<file path="src/rtl/wca_expansion_port_driver_pkg.sv">
// wca_expansion_port_driver_pkg: shared mode codes, pin constants and widths for the EP output driver.
package wca_expansion_port_driver_pkg;
    localparam int EP_CNT_W = 16;
    localparam int NPINS = 3;
    localparam logic [1:0] EP_PIN_ALL = 2'd3;
    typedef enum logic [1:0] {
        EP_MODE_LEVEL    = 2'd0,
        EP_MODE_PULSE    = 2'd1,
        EP_MODE_SQUARE   = 2'd2,
        EP_MODE_RESERVED = 2'd3
    } ep_mode_e;
endpackage

</file>
<file path="src/rtl/wca_ep_pin_driver.sv">
// wca_ep_pin_driver: one expansion output pin with LEVEL, PULSE and SQUARE modes.
// Ports: clk, reset (async, active-low), load (accept command), mode/level/count (command fields),
//        pin_out (registered pin), busy (pulse in progress), done (1-cycle pulse-complete strobe).
module wca_ep_pin_driver
    import wca_expansion_port_driver_pkg::*;
#(
    parameter int CNT_W = EP_CNT_W
) (
    input  logic             clk,
    input  logic             reset,
    input  logic             load,
    input  logic [1:0]       mode,
    input  logic             level,
    input  logic [CNT_W-1:0] count,
    output logic             pin_out,
    output logic             busy,
    output logic             done
);
    ep_mode_e mode_q, mode_d;
    logic [CNT_W-1:0] cnt_q, cnt_d, reload_q, reload_d;
    logic out_d, done_d;
    always_ff @(posedge clk or negedge reset) begin
        if (!reset) begin
            mode_q   <= EP_MODE_LEVEL;
            cnt_q    <= '0;
            reload_q <= '0;
            pin_out  <= 1'b0;
            done     <= 1'b0;
        end else begin
            mode_q   <= mode_d;
            cnt_q    <= cnt_d;
            reload_q <= reload_d;
            pin_out  <= out_d;
            done     <= done_d;
        end
    end
    // A load always wins, so a pulse ending on the same cycle never raises done.
    always_comb begin
        mode_d   = mode_q;
        cnt_d    = cnt_q;
        reload_d = reload_q;
        out_d    = pin_out;
        done_d   = 1'b0;
        if (load) begin
            mode_d   = (mode == EP_MODE_PULSE || mode == EP_MODE_SQUARE) ? ep_mode_e'(mode) : EP_MODE_LEVEL;
            cnt_d    = count;
            reload_d = count;
            out_d    = level;
        end else if (mode_q != EP_MODE_LEVEL) begin
            if (cnt_q != '0) begin
                cnt_d = cnt_q - CNT_W'(1);
            end else begin
                // pin_out still holds the active/start level, so inverting it ends the pulse or toggles the square
                out_d  = ~pin_out;
                cnt_d  = reload_q;
                mode_d = (mode_q == EP_MODE_PULSE) ? EP_MODE_LEVEL : mode_q;
                done_d = (mode_q == EP_MODE_PULSE);
            end
        end
    end
    assign busy = (mode_q == EP_MODE_PULSE);
endmodule

</file>
<file path="src/rtl/wca_expansion_port_driver.sv">
// wca_expansion_port_driver: drives the expansion-port output pins from qualified host commands.
// Ports: clk, reset (async, active-low), ctrl1/ctrl2 (write qualifiers), cmd_pin (0..2, 3=all),
//        cmd_mode/cmd_level/cmd_count (command), epout (pins), busy (pulse active), done (pulse complete).
module wca_expansion_port_driver
    import wca_expansion_port_driver_pkg::*;
#(
    parameter int CNT_W = EP_CNT_W
) (
    input  logic             clk,
    input  logic             reset,
    input  logic             ctrl1,
    input  logic             ctrl2,
    input  logic [1:0]       cmd_pin,
    input  logic [1:0]       cmd_mode,
    input  logic             cmd_level,
    input  logic [CNT_W-1:0] cmd_count,
    output logic [NPINS-1:0] epout,
    output logic [NPINS-1:0] busy,
    output logic [NPINS-1:0] done
);
    logic [NPINS-1:0] load;
    for (genvar i = 0; i < NPINS; i++) begin : g_pin
        assign load[i] = ctrl1 & ctrl2 & (cmd_pin == 2'(i) || cmd_pin == EP_PIN_ALL);
        wca_ep_pin_driver #(.CNT_W(CNT_W)) u_pin (
            .clk    (clk),
            .reset  (reset),
            .load   (load[i]),
            .mode   (cmd_mode),
            .level  (cmd_level),
            .count  (cmd_count),
            .pin_out(epout[i]),
            .busy   (busy[i]),
            .done   (done[i])
        );
    end
endmodule

</file>
<file path="config.mk">
export PLATFORM = sky130hd
export DESIGN_NAME = wca_expansion_port_driver
export DESIGN_NICKNAME = d
export VERILOG_FILES = /design/src/rtl/wca_expansion_port_driver_pkg.sv /design/src/rtl/wca_ep_pin_driver.sv /design/src/rtl/wca_expansion_port_driver.sv
export SDC_FILE = /design/constraint.sdc
export NUM_CORES = 1
export LEC_CHECK = 0
export CAP_MARGIN = 10
export CORE_UTILIZATION = 55
export CTS_BUF_LIST = sky130_fd_sc_hd__clkbuf_8
export DETAILED_ROUTE_END_ITERATION = 10
export MAX_ROUTING_LAYER = met4
export PLACE_DENSITY = 0.78
export SYNTH_ARGS = -nofsm -noshare
export SYNTH_HDL_FRONTEND = slang
export SYNTH_SLANG_ARGS = --single-unit
</file>
<file path="constraint.sdc">
create_clock -name clk -period 6.2 [get_ports clk]
set_input_delay 1.24 -clock clk [delete_from_list [all_inputs] [get_ports clk]]
set_output_delay 1.24 -clock clk [all_outputs]
set_load 0.01 [all_outputs]
</file>
-- Word level (Yosys, flattened, before mapping)
Cells that the tools add are included.
- $add $sub $neg: 3
- $mul: 0
- divide/modulo/power cells: 0
- magnitude comparators: 0
- eq/ne operators: 11
- shifts and indexed selects: 0
- multiplexer cells: 40
- bitwise logic cells: 7
- reduce and logical (&&, ||, !) cells: 23
- operators by type and width (operator ; number):
    $mux 16 ; 9
    $reduce_bool 16->1 ; 3
    $sub 16x1->16 const B ; 3
    $mux 2 ; 13
    $mux 1 ; 18
    $reduce_bool 2->1 ; 9
    $eq 2x1->1 const B ; 5
    $reduce_and 3->1 ; 3
    $eq 2x2->1 const B ; 3
    $ne 2x1->1 const B ; 3
    $reduce_and 2->1 ; 3
    $and 1x1->1 ; 4
    $logic_or 1x1->1 ; 4
    $not 1->1 ; 3
    $logic_not 2->1 ; 1
- flip-flop bits (word level): 108
- bits in latches: 0
- bits in writable memories: 0
- memory bits (read-only): 0
- bits of input ports: 25
- output and inout port bits: 9
- memories kept: 0

-- Logic depth before layout (Yosys ltp)
- depth after elaboration: 5
- gate-level depth with buffers: 9
- gate-level depth less buffers: 7

-- Modules after synthesis
A second synthesis with hierarchy kept.
- cells, all modules: 605
- area, all modules: 6077.1 sq um
- modules (own cells, without submodules) (module ; instances ; cells each ; area each (sq um) ; sequential area each (sq um)):
    wca_ep_pin_driver (g_pin[0].u_pin ...) ; 2 ; 199 ; 2020.7 ; 900.9
    wca_ep_pin_driver (g_pin[2].u_pin) ; 1 ; 199 ; 1964.4 ; 900.9
    wca_expansion_port_driver ; 1 ; 8 ; 71.3 ; 0.0

-- Worst setup path before layout
OpenSTA, ideal clock, no wires.
- kind: input-to-reg
- start: input port cmd_pin[0]
- end: register g_pin[0].u_pin.cnt_q[8]
- library setup time: 0.130 ns
- arrival time: 2.493 ns
- required time: 6.070 ns
- slack: 3.577 ns
- cell stages on the path: 9
- buffers on the path: 2
- cells stage by stage: inv_1 ha_1 and3_1 clkbuf_1 nor2_1 clkbuf_1 a22o_1 a31oi_1 o31ai_1
- longest elaborated chain between the ends: 4
- elaborated cells between the ends (all ways): 6
- classes of those cells: 1 x eq/ne; 1 x mux; 1 x bitwise; 3 x reduce/logical
- ends and longest elaborated chain (item ; line ; text):
    start, declared ; wca_expansion_port_driver.sv:13 ; input logic [1:0] cmd_pin,
    $eq 2x2->1 / $logic_not 2->1 (equally long branches) ; wca_expansion_port_driver.sv:23 ; assign load[i] = ctrl1 & ctrl2 & (cmd_pin == 2'(i) || cmd_pin == EP_PIN_ALL);
    $logic_or 1x1->1 (*) ; wca_expansion_port_driver.sv:23 ;
    $and 1x1->1 (*) ; wca_expansion_port_driver.sv:23 ;
    $mux 16 / $reduce_bool 2->1 (equally long branches) ; -- ;
    end signal, assigned ; wca_ep_pin_driver.sv:31 ; cnt_q <= cnt_d;
    end, declared ; wca_ep_pin_driver.sv:20 ; logic [CNT_W-1:0] cnt_q, cnt_d, reload_q, reload_d;
Every way passes the cells marked *; elsewhere a longest branch is shown, timed or not.
A chain may end at the register's enable or synchronous reset.

-- Final worst setup path
- start: input port cmd_pin[1]
- end: register g_pin[1].u_pin.cnt_q[14]
- longest elaborated chain between the ends: 4
- elaborated cells between the ends (all ways): 6
- classes of those cells: 2 x eq/ne; 1 x mux; 1 x bitwise; 2 x reduce/logical
- ends and longest elaborated chain (item ; line):
    $eq 2x1->1 / $eq 2x2->1 (equally long branches) ; wca_expansion_port_driver.sv:23
    $logic_or 1x1->1 (*) ; wca_expansion_port_driver.sv:23
    $and 1x1->1 (*) ; wca_expansion_port_driver.sv:23
    $mux 16 / $reduce_bool 2->1 (equally long branches) ; --
    end signal, assigned ; wca_ep_pin_driver.sv:31
    end, declared ; wca_ep_pin_driver.sv:20
Marks and branches as above.

==> impl_metrics.csv <==
group,metric,value,unit
sta,fin_ws,2.77,ns
placed_design,place_congestion,0.961,
placed_design,placement.cell_area,6340,sq um
worst_setup_path,arrival,3.67,ns
cts,postCtsSetupBuffers,0,
placed_design,dp.cells,826,
routing,wl_per_cell,18.5,um
global_route,grt_pass1_wl,25.4,mm
power,p_comb_share,35.3,%
synthesis,synth_nets,729,
sta,setup_viol_count_final,0,
final_layout,multi_input_area,3040,sq um
synthesis,synth_flop_cell,"dfrtp_1",
power,p_per_area,383,nW/um^2
routing,vias,5229,
final_layout,fin_cells,841,
worst_setup_path,cp.required,6.44,ns
sta,fin_skew,0.0164,ns
global_route,grt_util_all_layers,30.2,%
die,die_h,106,um
sta,min_period,3.43,ns
power,power_switching,0.000995,W
job,maxCapViolCount,0,
cts,insertion_delay,0.39,ns
worst_setup_path,reg2reg_to,"g_pin[2].u_pin.cnt_q[0]$_DFFE_PN0P_",
cts,cts_root_buf,"clkbuf_8",
cts,htree_levels,3,
routing,drt_pass1_iterations,5,
final_layout,diodes,0,
cts,cts_buffers,9,
cts,cts_tree,"done",
worst_setup_path,ff2ff_setup_slack,3.41,ns
power,clkPwrFrac,17.5,%
cts,clk_pin_slew,0.10,ns
worst_setup_path,r2r_cells,8,
synthesis,synthArstFlopShare,100,%
worst_setup_path,startpoint,"cmd_pin[1]",
worst_setup_path,crit-reg2reg-launch,"g_pin[2].u_pin.cnt_q[0]$_DFFE_PN0P_",
sta,rsz0062_at_grt,"no",
sta,tns,0,ns
cts,cts_max_path_buffers,2,
worst_setup_path,crit_type,"primary input to register",
final_layout,final_cell_area,6530,sq um
sta,max_freq,292,MHz
final_layout,nets,735,
die,core_region_area,10500,sq um
global_route,grt_pass1_vias,4907,
routing,ant_nets,0,
placed_design,preCtsSetupSlack,2.36,ns
routing,wl,15.6,mm
die,fp.dieW,106,um
die,die_area,11300,sq um
power,p_leak,2.94,nW
placed_design,place.port_buffers,33,
synthesis,yosysWarnings,0,
placed_design,hpwl,10.7,mm
sta,finalHoldViolCount,0,
status,status,"completed",
power,p_int,0.00151,W
worst_setup_path,crit_end,"g_pin[1].u_pin.cnt_q[14]$_DFFE_PN0P_",
cts,clock_sinks,108,
synthesis,ys_types,59,
sta,slew-limit-headroom,31.9,%
sta,worst_slew_pin_slew,1.02,ns
final_layout,area_growth,8.80,%
die,rows,37,
routing,drc,0,
worst_setup_path,cp_max_fo,23,
power,seq_power_share,47.2,%
die,ioPinCount,34,
cts,cts_resized,0,
die,initial_core_util,57.3,%
global_route,grt_max_degree,73,
synthesis,synth_edf_count,0,
routing,viasPerCell,6.22,
synthesis,syn-cell-area,6000,sq um
power,swShare,39.8,%
sta,period_share,55.3,%
global_route,antenna_found_initial,0,
global_route,globalRoute.totalOverflow,0,
worst_setup_path,start_kind,"primary input",
worst_setup_path,end_kind,"register",
final_layout,seqCellArea,2700,sq um
final_layout,drive_above_1_share,5.96,%
synthesis,synth_cells,695,
synthesis,ys_seq_elements,108,
synthesis,ys_seq_area_share,45.1,%
routing,drt_iter0_drc,499,
synthesis,syn_area_per_cell,8.63,sq um
worst_hold_path,hold_class,"register to register",
sta,drv_slew,0,
final_layout,nFillCells,949,
power,ir_worst_vdd,196,uV
cts,cts_hold_buffers,0,
-- cells in the mapped netlist, types with 4 or more instances --
library cell | instances | share of area [%]
buf_4 | 10 | 1.3
inv_1 | 10 | 0.63
o31ai_1 | 7 | 0.88
xnor2_1 | 21 | 3.1
ha_1 | 9 | 1.9
clkbuf_1 | 29 | 1.8
a211oi_1 | 4 | 0.50
dfrtp_1 | 108 | 45
nand2_1 | 176 | 11
nand2b_1 | 5 | 0.52
buf_1 | 4 | 0.25
and3_1 | 5 | 0.52
mux2i_1 | 15 | 2.5
a31oi_1 | 8 | 0.83
nor3_1 | 16 | 1.3
or2_2 | 4 | 0.42
a22oi_1 | 15 | 1.9
or3_1 | 10 | 1.0
nand3_1 | 15 | 1.3
nand4_1 | 8 | 0.83
nor2b_1 | 4 | 0.42
o21ai_0 | 53 | 4.4
nor4_1 | 8 | 0.83
xor2_1 | 7 | 1.0
a221o_1 | 6 | 1.0
o211ai_1 | 12 | 1.5
a21oi_1 | 26 | 2.2
nor2_1 | 49 | 3.1
-- cell families after synthesis --
group                    share of synthesized area [%]
adder cells (fa/ha/maj)                           1.88
multiplexers                                      2.88
XOR/XNOR                                          4.09
AO/OA/AOI/OAI                                     16.3
flip-flops                                        45.1
buffers and inverters                             4.30
AND/OR/NAND/NOR                                   25.5
-- layout by cell type (no fill, tap or decap), types with 3 or more instances in the layout --
cell type,n
clkdlybuf4s50_1,32
nand3_1,15
or3_1,10
o211ai_1,12
a41oi_1,3
xnor2_1,21
nand3b_1,3
dfrtp_1,108
nor2_1,49
a31oi_1,8
clkbuf_8,10
a21oi_1,26
mux2i_1,15
nor3_1,16
buf_4,9
inv_1,10
xor2_1,7
nand2b_1,5
o21ai_0,53
clkinv_2,3
a22oi_1,15
o31ai_1,7
nor4_1,8
nor4b_1,3
nor2b_1,4
or4_1,3
a221o_1,6
nand2_1,176
nand4_1,8
ha_1,9
and3_1,5
or2_2,4
or4_4,3
a211oi_1,4
-- metal layers --
layer  vias to the layer above  part of all wire [%]  track usage [%]
li1                       2449                     -                -
met1                      2535                    44             40.5
met2                       214                    46             45.0
met3                        31                   7.8             7.11
met4                         0                   2.7             11.2
met5                         -                     0                -
-- registers in the layout, summed over array words and instances (netlist names) --
register              count
g_pin.u_pin.cnt_q        48
g_pin.u_pin.reload_q     48
g_pin.u_pin.mode_q        6
g_pin.u_pin.done          3
g_pin.u_pin.pin_out       3
-- critical path: stages --
cell and delay (ns):
clkdlybuf4s50_1 0.52, inv_1 0.06, ha_1 0.19, o211ai_1 0.72
buf_4 0.38, nand2_1 0.21, o31ai_1 0.27, a31oi_1 0.07
-- cell type report --
| cell class | instances | area share [%] |
|---|---|---|
| multi-input cells | 531 | 46.5 |
| flip-flops and latches | 108 | 41.4 |
| repair buffers | 41 | 5.94 |
| well taps | 136 | 2.61 |
| clock buffers | 10 | 2.11 |
| clock inverters | 5 | 0.805 |
| inverters | 10 | 0.575 |
-- how the worst min path moves through the flow --
stage | from | end | slack [ns] | cells after the start
after floorplan | g_pin[1].u_pin.reload_q[4]$_DFFE_PN0N_ | g_pin[1].u_pin.reload_q[4]$_DFFE_PN0N_ | 0.44 | 2
after global placement | g_pin[0].u_pin.reload_q[15]$_DFFE_PN0P_ | g_pin[0].u_pin.reload_q[15]$_DFFE_PN0P_ | 0.45 | 2
after detailed placement | g_pin[1].u_pin.reload_q[4]$_DFFE_PN0N_ | g_pin[1].u_pin.reload_q[4]$_DFFE_PN0N_ | 0.46 | 2
after CTS | g_pin[0].u_pin.reload_q[15]$_DFFE_PN0P_ | g_pin[0].u_pin.reload_q[15]$_DFFE_PN0P_ | 0.48 | 2
after global routing | g_pin[0].u_pin.reload_q[4]$_DFFE_PN0P_ | g_pin[0].u_pin.reload_q[4]$_DFFE_PN0P_ | 0.50 | 2
final | g_pin[0].u_pin.reload_q[15]$_DFFE_PN0P_ | g_pin[0].u_pin.reload_q[15]$_DFFE_PN0P_ | 0.48 | 2
-- through the flow --
| stage | utilization (%) | power, W | hold slack (ns) |
|---|---|---|---|
| floorplan | - | 0.00181 | 0.440 |
| global placement | 60.6 | 0.00201 | 0.454 |
| detailed placement | 60.6 | 0.00205 | 0.458 |
| CTS | 62.4 | 0.00250 | 0.481 |
| global route | 62.4 | 0.00267 | 0.504 |
| finish | 62.4 | 0.00250 | 0.477 |
-- power groups by stage --
stage	combinational, W	sequential (W)	clock (W)
after floorplan	0.000723	0.00109	0
after global placement	0.000838	0.00117	0
after detailed placement	0.000875	0.00118	0
after CTS	0.000877	0.00117	0.000448
after global routing	0.000986	0.00121	0.000474
final	0.000883	0.00118	0.000439
Power figures use the tool's default switching activity.
